**src/rtl/rr_merge2_pkg.sv**
```systemverilog
// rr_merge2_pkg: shared widths, reset values and encodings for the rr_merge2 merger
package rr_merge2_pkg;
    localparam int W_DEF = 8;
    localparam int CW_DEF = 8;
    localparam logic LAST_RST = 1'b1;
    localparam logic SEL_CH0 = 1'b0;
    localparam logic SEL_CH1 = 1'b1;
    localparam logic [0:0] ST_EMPTY = 1'b0;
    localparam logic [0:0] ST_FULL = 1'b1;
endpackage

```
**src/rtl/rr_merge2_if.sv**
```systemverilog
// rr_merge2_if: two valid/ready input channels plus one output channel and the grant line
// D0/V0/R0, D1/V1/R1 : input channels (R* driven by the merger)
// Y/VY/RY           : output channel (RY driven by downstream)
// S1                : current grant/select, 0 = channel 0, 1 = channel 1
interface rr_merge2_if #(parameter int W = 8);
    logic [W-1:0] D0;
    logic         V0;
    logic         R0;
    logic [W-1:0] D1;
    logic         V1;
    logic         R1;
    logic [W-1:0] Y;
    logic         VY;
    logic         RY;
    logic         S1;
    modport master (output D0, V0, D1, V1, RY, input R0, R1, Y, VY, S1);
    modport slave (input D0, V0, D1, V1, RY, output R0, R1, Y, VY, S1);
endinterface

```
**src/rtl/rr_merge2_mux21.sv**
```systemverilog
// rr_merge2_mux21: one-bit 2-to-1 multiplexer slice
// s : select (0 = a, 1 = b); a, b : data inputs; y : selected bit
module rr_merge2_mux21 (
    input  logic s,
    input  logic a,
    input  logic b,
    output logic y
);
    assign y = s ? b : a;
endmodule

```
**src/rtl/rr_merge2.sv**
```systemverilog
// rr_merge2: two-channel round-robin stream merger with a one-entry output register
// CLK, RST   : clock and asynchronous active-high reset
// bus        : input channels D0/V0/R0, D1/V1/R1, output Y/VY/RY, grant S1
// CNT0, CNT1 : wrapping counts of words accepted on each channel
module rr_merge2
    import rr_merge2_pkg::*;
#(
    parameter int W = W_DEF,
    parameter int CW = CW_DEF
) (
    input  logic          CLK,
    input  logic          RST,
    rr_merge2_if.slave    bus,
    output logic [CW-1:0] CNT0,
    output logic [CW-1:0] CNT1
);
    logic [0:0]   st;
    logic         last;
    logic         ld;
    logic [W-1:0] y_q;
    logic [W-1:0] mux_y;
    // Loading is allowed whenever the register is empty or being drained this cycle
    assign ld = (st == ST_EMPTY) | bus.RY;
    // Contested cycles alternate against the previous winner; uncontested go to whoever is valid
    assign bus.S1 = (bus.V0 & bus.V1) ? ~last : (bus.V1 ? SEL_CH1 : SEL_CH0);
    assign bus.R0 = ld & (bus.S1 == SEL_CH0) & bus.V0;
    assign bus.R1 = ld & (bus.S1 == SEL_CH1) & bus.V1;
    assign bus.Y = y_q;
    assign bus.VY = (st == ST_FULL);
    for (genvar i = 0; i < W; i++) begin : g_mux
        rr_merge2_mux21 u_mux (
            .s(bus.S1),
            .a(bus.D0[i]),
            .b(bus.D1[i]),
            .y(mux_y[i])
        );
    end
    always_ff @(posedge CLK or posedge RST) begin
        if (RST) begin
            st <= ST_EMPTY;
            last <= LAST_RST;
            y_q <= '0;
            CNT0 <= '0;
            CNT1 <= '0;
        end else begin
            if (bus.R0 | bus.R1) begin
                y_q <= mux_y;
                st <= ST_FULL;
                last <= bus.S1;
            end else if (bus.RY) begin
                st <= ST_EMPTY;
            end
            if (bus.R0) CNT0 <= CNT0 + CW'(1);
            if (bus.R1) CNT1 <= CNT1 + CW'(1);
        end
    end
endmodule

```
**src/flat_wrapper.sv**
```systemverilog
// flat-port wrapper written by rule: the top's interface ports become plain ports
module rr_merge2_flat import rr_merge2_pkg::*;
#(
    parameter int W = W_DEF,
    parameter int CW = CW_DEF
)
  (CLK, RST, CNT0, CNT1, bus_D0, bus_V0, bus_D1, bus_V1, bus_RY, bus_R0, bus_R1, bus_Y, bus_VY, bus_S1);
  rr_merge2_if #(.W(W)) bus_i ();
  input  logic CLK;
  input  logic RST;
  output logic [CW-1:0] CNT0;
  output logic [CW-1:0] CNT1;
  input wire logic [$bits(bus_i.D0)-1:0] bus_D0;
  input wire logic [$bits(bus_i.V0)-1:0] bus_V0;
  input wire logic [$bits(bus_i.D1)-1:0] bus_D1;
  input wire logic [$bits(bus_i.V1)-1:0] bus_V1;
  input wire logic [$bits(bus_i.RY)-1:0] bus_RY;
  output wire logic [$bits(bus_i.R0)-1:0] bus_R0;
  output wire logic [$bits(bus_i.R1)-1:0] bus_R1;
  output wire logic [$bits(bus_i.Y)-1:0] bus_Y;
  output wire logic [$bits(bus_i.VY)-1:0] bus_VY;
  output wire logic [$bits(bus_i.S1)-1:0] bus_S1;
  assign bus_i.D0 = bus_D0;
  assign bus_i.V0 = bus_V0;
  assign bus_i.D1 = bus_D1;
  assign bus_i.V1 = bus_V1;
  assign bus_i.RY = bus_RY;
  assign bus_R0 = bus_i.R0;
  assign bus_R1 = bus_i.R1;
  assign bus_Y = bus_i.Y;
  assign bus_VY = bus_i.VY;
  assign bus_S1 = bus_i.S1;
  rr_merge2 #(.W(W), .CW(CW)) u_core (.CLK(CLK), .RST(RST), .bus(bus_i), .CNT0(CNT0), .CNT1(CNT1));
endmodule
```
**config.mk**
```make
export PLATFORM = sky130hd
export DESIGN_NAME = rr_merge2_flat
export DESIGN_NICKNAME = d
export VERILOG_FILES = /design/src/rtl/rr_merge2_pkg.sv /design/src/rtl/rr_merge2_if.sv /design/src/rtl/rr_merge2_mux21.sv /design/src/rtl/rr_merge2.sv /design/src/flat_wrapper.sv
export SDC_FILE = /design/constraint.sdc
export NUM_CORES = 1
export LEC_CHECK = 0
export CAP_MARGIN = 20
export CELL_PAD_IN_SITES_DETAIL_PLACEMENT = 1
export CELL_PAD_IN_SITES_GLOBAL_PLACEMENT = 1
export CORE_UTILIZATION = 31
export CTS_CLUSTER_SIZE = 16
export DETAILED_ROUTE_END_ITERATION = 12
export PLACE_DENSITY_LB_ADDON = 0.1
export SYNTH_ARGS = -nofsm -noshare
export SYNTH_HDL_FRONTEND = slang
export SYNTH_SLANG_ARGS = --single-unit
```
**constraint.sdc**
```tcl
create_clock -name CLK -period 1.75 [get_ports CLK]
set_input_delay 0.175 -clock CLK [delete_from_list [all_inputs] [get_ports CLK]]
set_output_delay 0.175 -clock CLK [all_outputs]
set_load 0.01 [all_outputs]
```
==> flow_summary.json, run 1 <==
{
  "p_int_mw": 1.58,
  "place_area_um2": 1730,
  "fp.dieW_um": 63.2,
  "synth_top_family_by_area": "simple AND/OR/NAND/NOR gates",
  "grt_use_total": 0.156,
  "grt_antenna_before_repair": 0,
  "rsz0062_at_grt": "false",
  "drc_errors": 0,
  "syn_nets": 121,
  "dr.pass1.iters": 3,
  "swShare": 0.306,
  "hold_ws_ns": 0.259,
  "cts_buffer_depth": 2,
  "grt_overflow": 0,
  "fin_ws_ns": 0.152,
  "wirelength_um": 2680,
  "vdd_ir_drop_max_v": 0.000576,
  "maxCapViolCount": 0,
  "ys_ff_latch": 26,
  "synthArstFlopShare": 1.00,
  "synth_compound_area_frac": 0.0582,
  "die_height_um": 63.2,
  "syn_inst": 98,
  "grt_pass1_vias": 1000,
  "grt_pass1_wl_um": 4790,
  "drive_gt1_frac": 0.118,
  "ys.flop_type": "dfrtp_1",
  "drv_slew": 0,
  "skew_ns": 0.00428,
  "cts_root_buf": "clkbuf_8",
  "period_share": 0.913,
  "arrival_ns": 1.42,
  "powerDensity_nw_per_um2": 1270,
  "cp_max_fo": 4,
  "ant_nets": 0,
  "clkPwrFrac": 0.218,
  "yosysWarningCount": 0,
  "synth_top_area_share": 0.539,
  "hold_viol": 0,
  "synth_area_per_cell_um2": 11.8,
  "holdBufCountCts": 0,
  "cellLeakagePower_nw": 0.781,
  "synthMuxAreaShare": 0.0884,
  "vias_per_cell": 4.71,
  "p_comb_frac": 0.360,
  "core_um2": 3470,
  "ys_types": 24,
  "cts_htree_levels": 1,
  "p_switching_uw": 699,
  "cts_setup_buffers": 0,
  "fin_area_um2": 1800,
  "yosys-top-cells-area": "dfrtp_1, xnor2_1, mux2i_1, nand2_1, o21ai_0",
  "rows": 21,
  "insertedDiodeCount": 0,
  "seqPwrFrac": 0.423,
  "crit_required_ns": 1.57,
  "final_common_cell": "clkdlybuf4s50_1",
  "status": "completed",
  "cts_sinks": 26,
  "start_util": 0.335,
  "layout_common_cells": "clkdlybuf4s50_1, dfrtp_1, nand2_1",
  "wl_per_cell_um": 13.5,
  "yosys.area_share.simple": 0.139,
  "worst_slew_pin_slew_ns": 0.332,
  "synthAdderAreaFrac": 0.0216,
  "netlist_area_um2": 1160,
  "hold_path.class": "primary input to asynchronous set/reset pin",
  "hpwl_um": 2080,
  "dr.first_iter.drc_count": 20,
  "place_ws_ns": -0.0177,
  "nets": 177,
  "path_class": "flip-flop to primary output",
  "slew_headroom": 0.779,
  "synth_edf_count": 0,
  "finalCriticalPeriod_ns": 1.60,
  "synthToLayoutAreaGrowth_pct": 54.7,
  "cts_tree": "yes",
  "io_buffers": 48,
  "gp_congestion": 0.760,
  "ys_seq_area_frac": 0.561,
  "grt_max_degree": 27,
  "cp-end-kind": "primary output",
  "fin_setup_tns_ns": 0,
  "setup_viol": 0,
  "num_vias": 938,
  "cts.clk_slew.worst_paths_ns": 0.09,
  "synth_largest_area_cell": "dfrtp_1",
  "cts_buffers": 3,
  "fmax_mhz": 626,
  "synth_xor_area_frac": 0.106,
  "crit_path_start_kind": "flip-flop",
  "clock_latency_ns": 0.27,
  "die_area_um2": 3990,
  "io_pins": 49
}
==> metrics by stage <==
stage	power (mW)	cells	utilization
CTS	2.32	199	0.517
global placement	1.78	195	0.497
finish	2.28	199	0.518
detailed placement	1.82	195	0.497
global route	2.45	199	0.518
floorplan	1.31	98	-
==> what timing repair did <==
item,in CTS,in global routing
setup endpoints to repair,2,1
gates cloned,0,0
gates resized for setup,2,1
==> layout make-up <==
class                   count  area, um2
well taps                  46       57.6
multi-input cells          67        479
repair buffers             55        533
flip-flops and latches     26        652
clock inverters             1       30.0
fillers                   382       1670
inverters                   1       3.75
clock buffers               3       41.3
==> worst max-delay path, cell delays in order, from the launching register on <==
cell and delay [ns]:
dfstp_2 0.57, nand2b_1 0.11, and3_1 0.20, dlygate4sd2_1 0.28
==> cell usage after synthesis (2+ instances only) <==
library cell  count
mux2i_1           8
and3_1            3
nand3_1           2
dfrtp_1          25
buf_2             3
o21ai_0           8
mux2_2            2
xor2_1            2
xnor2_1          12
nand2_1          13
nand4_1           5
ha_1              2
nand2b_1          2
==> cell families after synthesis <==
logic type | Yosys count
xor gates and xnor gates | 14
and+or+nand+nor | 29
muxes | 10
adders and majority gates | 2
buffers and inverters | 5
DFF | 26
AOI/OAI and AO/OA | 12
==> flip-flops by register name, summed over array words and instances (netlist names) <==
register	flops
u_core.CNT0	8
u_core.CNT1	8
u_core.last	1
u_core.bus.Y	8
u_core.bus.VY	1
==> per-layer routing <==
metal,up-vias,share of wire,GRT usage
met2,32,0.52,0.267
met5,-,0,0
met4,0,0.018,0.0682
met1,454,0.42,0.193
met3,5,0.043,0.0236
li1,447,-,-
==> power groups by stage <==
stage / logic [mW] / clock network [mW] / registers (mW)
4_1_cts: 0.836 / 0.518 / 0.971
6_report: 0.821 / 0.497 / 0.965
3_3_place_gp: 0.815 / 0 / 0.970
2_1_floorplan: 0.288 / 0 / 1.02
3_5_place_dp: 0.834 / 0 / 0.981
5_1_grt: 0.904 / 0.549 / 1.00
==> worst paths after layout <==
path / from / endpoint / slack [ns] / cells after the start
min in group CLK: u_core.CNT1[7]$_DFFE_PP0P_ / u_core.CNT1[7]$_DFFE_PP0P_ / 0.48 / 1
min: RST / u_core.CNT1[5]$_DFFE_PP0P_ / 0.26 / 3
max: u_core.last$_DFFE_PP1P_ / bus_R0 / 0.15 / 3
min reg2reg: u_core.CNT1[7]$_DFFE_PP0P_ / u_core.CNT1[7]$_DFFE_PP0P_ / 0.48 / 1
max reg2reg: u_core.last$_DFFE_PP1P_ / u_core.CNT0[1]$_DFFE_PP0P_ / 0.26 / 4
max in group asynchronous: RST / u_core.last$_DFFE_PP1P_ / 1.20 / 3
(Power assumes the default switching activity.)
==> inputs of run 2 (changes only) <==
--- a/config.mk
+++ b/config.mk
@@ -8,6 +8,7 @@
 export CAP_MARGIN = 20
 export CELL_PAD_IN_SITES_DETAIL_PLACEMENT = 1
 export CELL_PAD_IN_SITES_GLOBAL_PLACEMENT = 1
+export CORE_ASPECT_RATIO = 0.8
 export CORE_UTILIZATION = 31
 export CTS_CLUSTER_SIZE = 16
 export DETAILED_ROUTE_END_ITERATION = 12
==> flow_summary.json, run 2 (synthesis gave the netlist of run 1 again) <==
{
  "place_ws_ns": 0.0155,
  "crit_required_ns": 1.57,
  "p_comb_frac": 0.358,
  "path_delay_family": "flip-flops",
  "maxCapViolCount": 0,
  "grt_pass1_wl_um": 4630,
  "ant_nets": 0,
  "fin_setup_tns_ns": 0,
  "cts_htree_levels": 1,
  "insertedDiodeCount": 0,
  "hpwl_um": 2090,
  "grt_max_degree": 27,
  "path_class": "flip-flop to primary output",
  "cts_root_buf": "clkbuf_8",
  "place_area_um2": 1730,
  "cp_slowest_cell": "dfstp_2",
  "period_share": 0.905,
  "use_met3": 0.0485,
  "wirelength_um": 2670,
  "seqPwrFrac": 0.425,
  "io_buffers": 48,
  "layout_common_cells": "clkdlybuf4s50_1, dfrtp_1, nand2_1",
  "numPlacedInstances": 192,
  "die_area_um2": 4000,
  "io_pins": 49,
  "worst_slew_pin_slew_ns": 0.337,
  "fin_area_um2": 1800,
  "p_int_mw": 1.58,
  "start_util": 0.332,
  "hold_path.class": "primary input to asynchronous set/reset pin",
  "slew_headroom": 0.776,
  "p_switching_uw": 692,
  "num_vias": 943,
  "grt_pass1_vias": 986,
  "drc_errors": 0,
  "status": "completed",
  "total_power_mw": 2.28,
  "grt_use_total": 0.149,
  "cts_tree": "yes",
  "die_height_um": 56.7,
  "rsz0062_at_grt": "false",
  "cts_buffer_depth": 2,
  "powerDensity_nw_per_um2": 1260,
  "hold_viol": 0,
  "cts.clk_slew.worst_paths_ns": 0.09,
  "rows": 19,
  "top_usage_layer": "met2",
  "grt_overflow": 0,
  "crit_buf_inv": 1,
  "dr.pass1.iters": 2,
  "vias_per_cell": 4.81,
  "cts_sinks": 26,
  "crit_path_start_kind": "flip-flop",
  "gp_congestion": 0.722,
  "cellLeakagePower_nw": 0.786,
  "grt_antenna_before_repair": 0,
  "dr.first_iter.drc_count": 15,
  "core_um2": 3490,
  "synthToLayoutAreaGrowth_pct": 55.0,
  "fmax_mhz": 631,
  "clock_latency_ns": 0.27,
  "clkPwrFrac": 0.217,
  "use_met2": 0.257,
  "wl_per_cell_um": 13.6,
  "skew_ns": 0.00558,
  "swShare": 0.304,
  "fin_ws_ns": 0.166,
  "cp-end-kind": "primary output",
  "cts_setup_buffers": 0,
  "arrival_ns": 1.41,
  "final-instance-count-excl-fill": 196,
  "grtUsageMet1": 0.183,
  "vdd_ir_drop_max_v": 0.000980,
  "nFillCells": 364,
  "finalCriticalPeriod_ns": 1.58,
  "cts_buffers": 3,
  "setup_viol": 0,
  "drive_gt1_frac": 0.123,
  "hold_ws_ns": 0.264,
  "final_common_cell": "clkdlybuf4s50_1",
  "slowest_delay_ns": 0.57,
  "worstPathCellList": "nand2b_1 -> and3_1 -> dlygate4sd2_1",
  "drv_slew": 0,
  "cp_max_fo": 4,
  "nets": 178,
  "fin_util": 0.515,
  "fp.dieW_um": 70.4
}
## run 2: changes by cell type in the layout (fill, tap and decap cells not counted)
| cell | previous run | this run |
|---|---|---|
| buf_4 | 7 | 8 |
## run 2: final timing paths
kind / from / to / slack, ns / cells past startpoint
max: u_core.last$_DFFE_PP1P_ / bus_R0 / 0.17 / 3
min: RST / u_core.bus.Y[7]$_DFFE_PP0P_ / 0.26 / 3
max reg2reg: u_core.last$_DFFE_PP1P_ / u_core.CNT0[1]$_DFFE_PP0P_ / 0.28 / 4
min reg2reg: u_core.CNT1[7]$_DFFE_PP0P_ / u_core.CNT1[7]$_DFFE_PP0P_ / 0.48 / 1
max in group asynchronous: RST / u_core.last$_DFFE_PP1P_ / 1.18 / 3
min in group CLK: u_core.CNT1[7]$_DFFE_PP0P_ / u_core.CNT1[7]$_DFFE_PP0P_ / 0.48 / 1
## run 2: cell type report
cell class                 count  area [um2]  share of cell area
sequential                    26         652               0.362
clock inverter                 1        30.0              0.0167
clock buffer                   3        41.3              0.0229
tap                           42        52.6              0.0292
multi-input combinational     67         479               0.266
timing repair buffer          56         541               0.300
inverter                       1        3.75             0.00209
## run 2: power by group through the flow
stage / clock (mW) / sequential, mW / combinational (mW)
after global routing: 0.534 / 0.999 / 0.887
after floorplan: 0 / 1.02 / 0.288
after global placement: 0 / 0.966 / 0.814
after CTS: 0.514 / 0.972 / 0.832
final: 0.493 / 0.967 / 0.816
after detailed placement: 0 / 0.983 / 0.832
## run 2: timing repair
item                                   4_1_cts  5_1_grt
gates resized for setup                      2        1
endpoints found under the hold margin        0        0
pin swaps                                    0        0
setup endpoints to repair                    2        1
hold buffers                                 0        0
## run 2: metal layers
layer  share of wire  up-vias
met5               0        -
met4          0.0045        0
met3           0.053        2
met2            0.50       22
met1            0.44      468
li1                -      451
## run 2: worst register-to-register path: cells and delay by family, from the launching register on
family | cells | cell delay [ns]
buffers and inverters | 1 | 0.16
DFF | 1 | 0.57
muxes | 1 | 0.33
and+or+nand+nor | 2 | 0.30
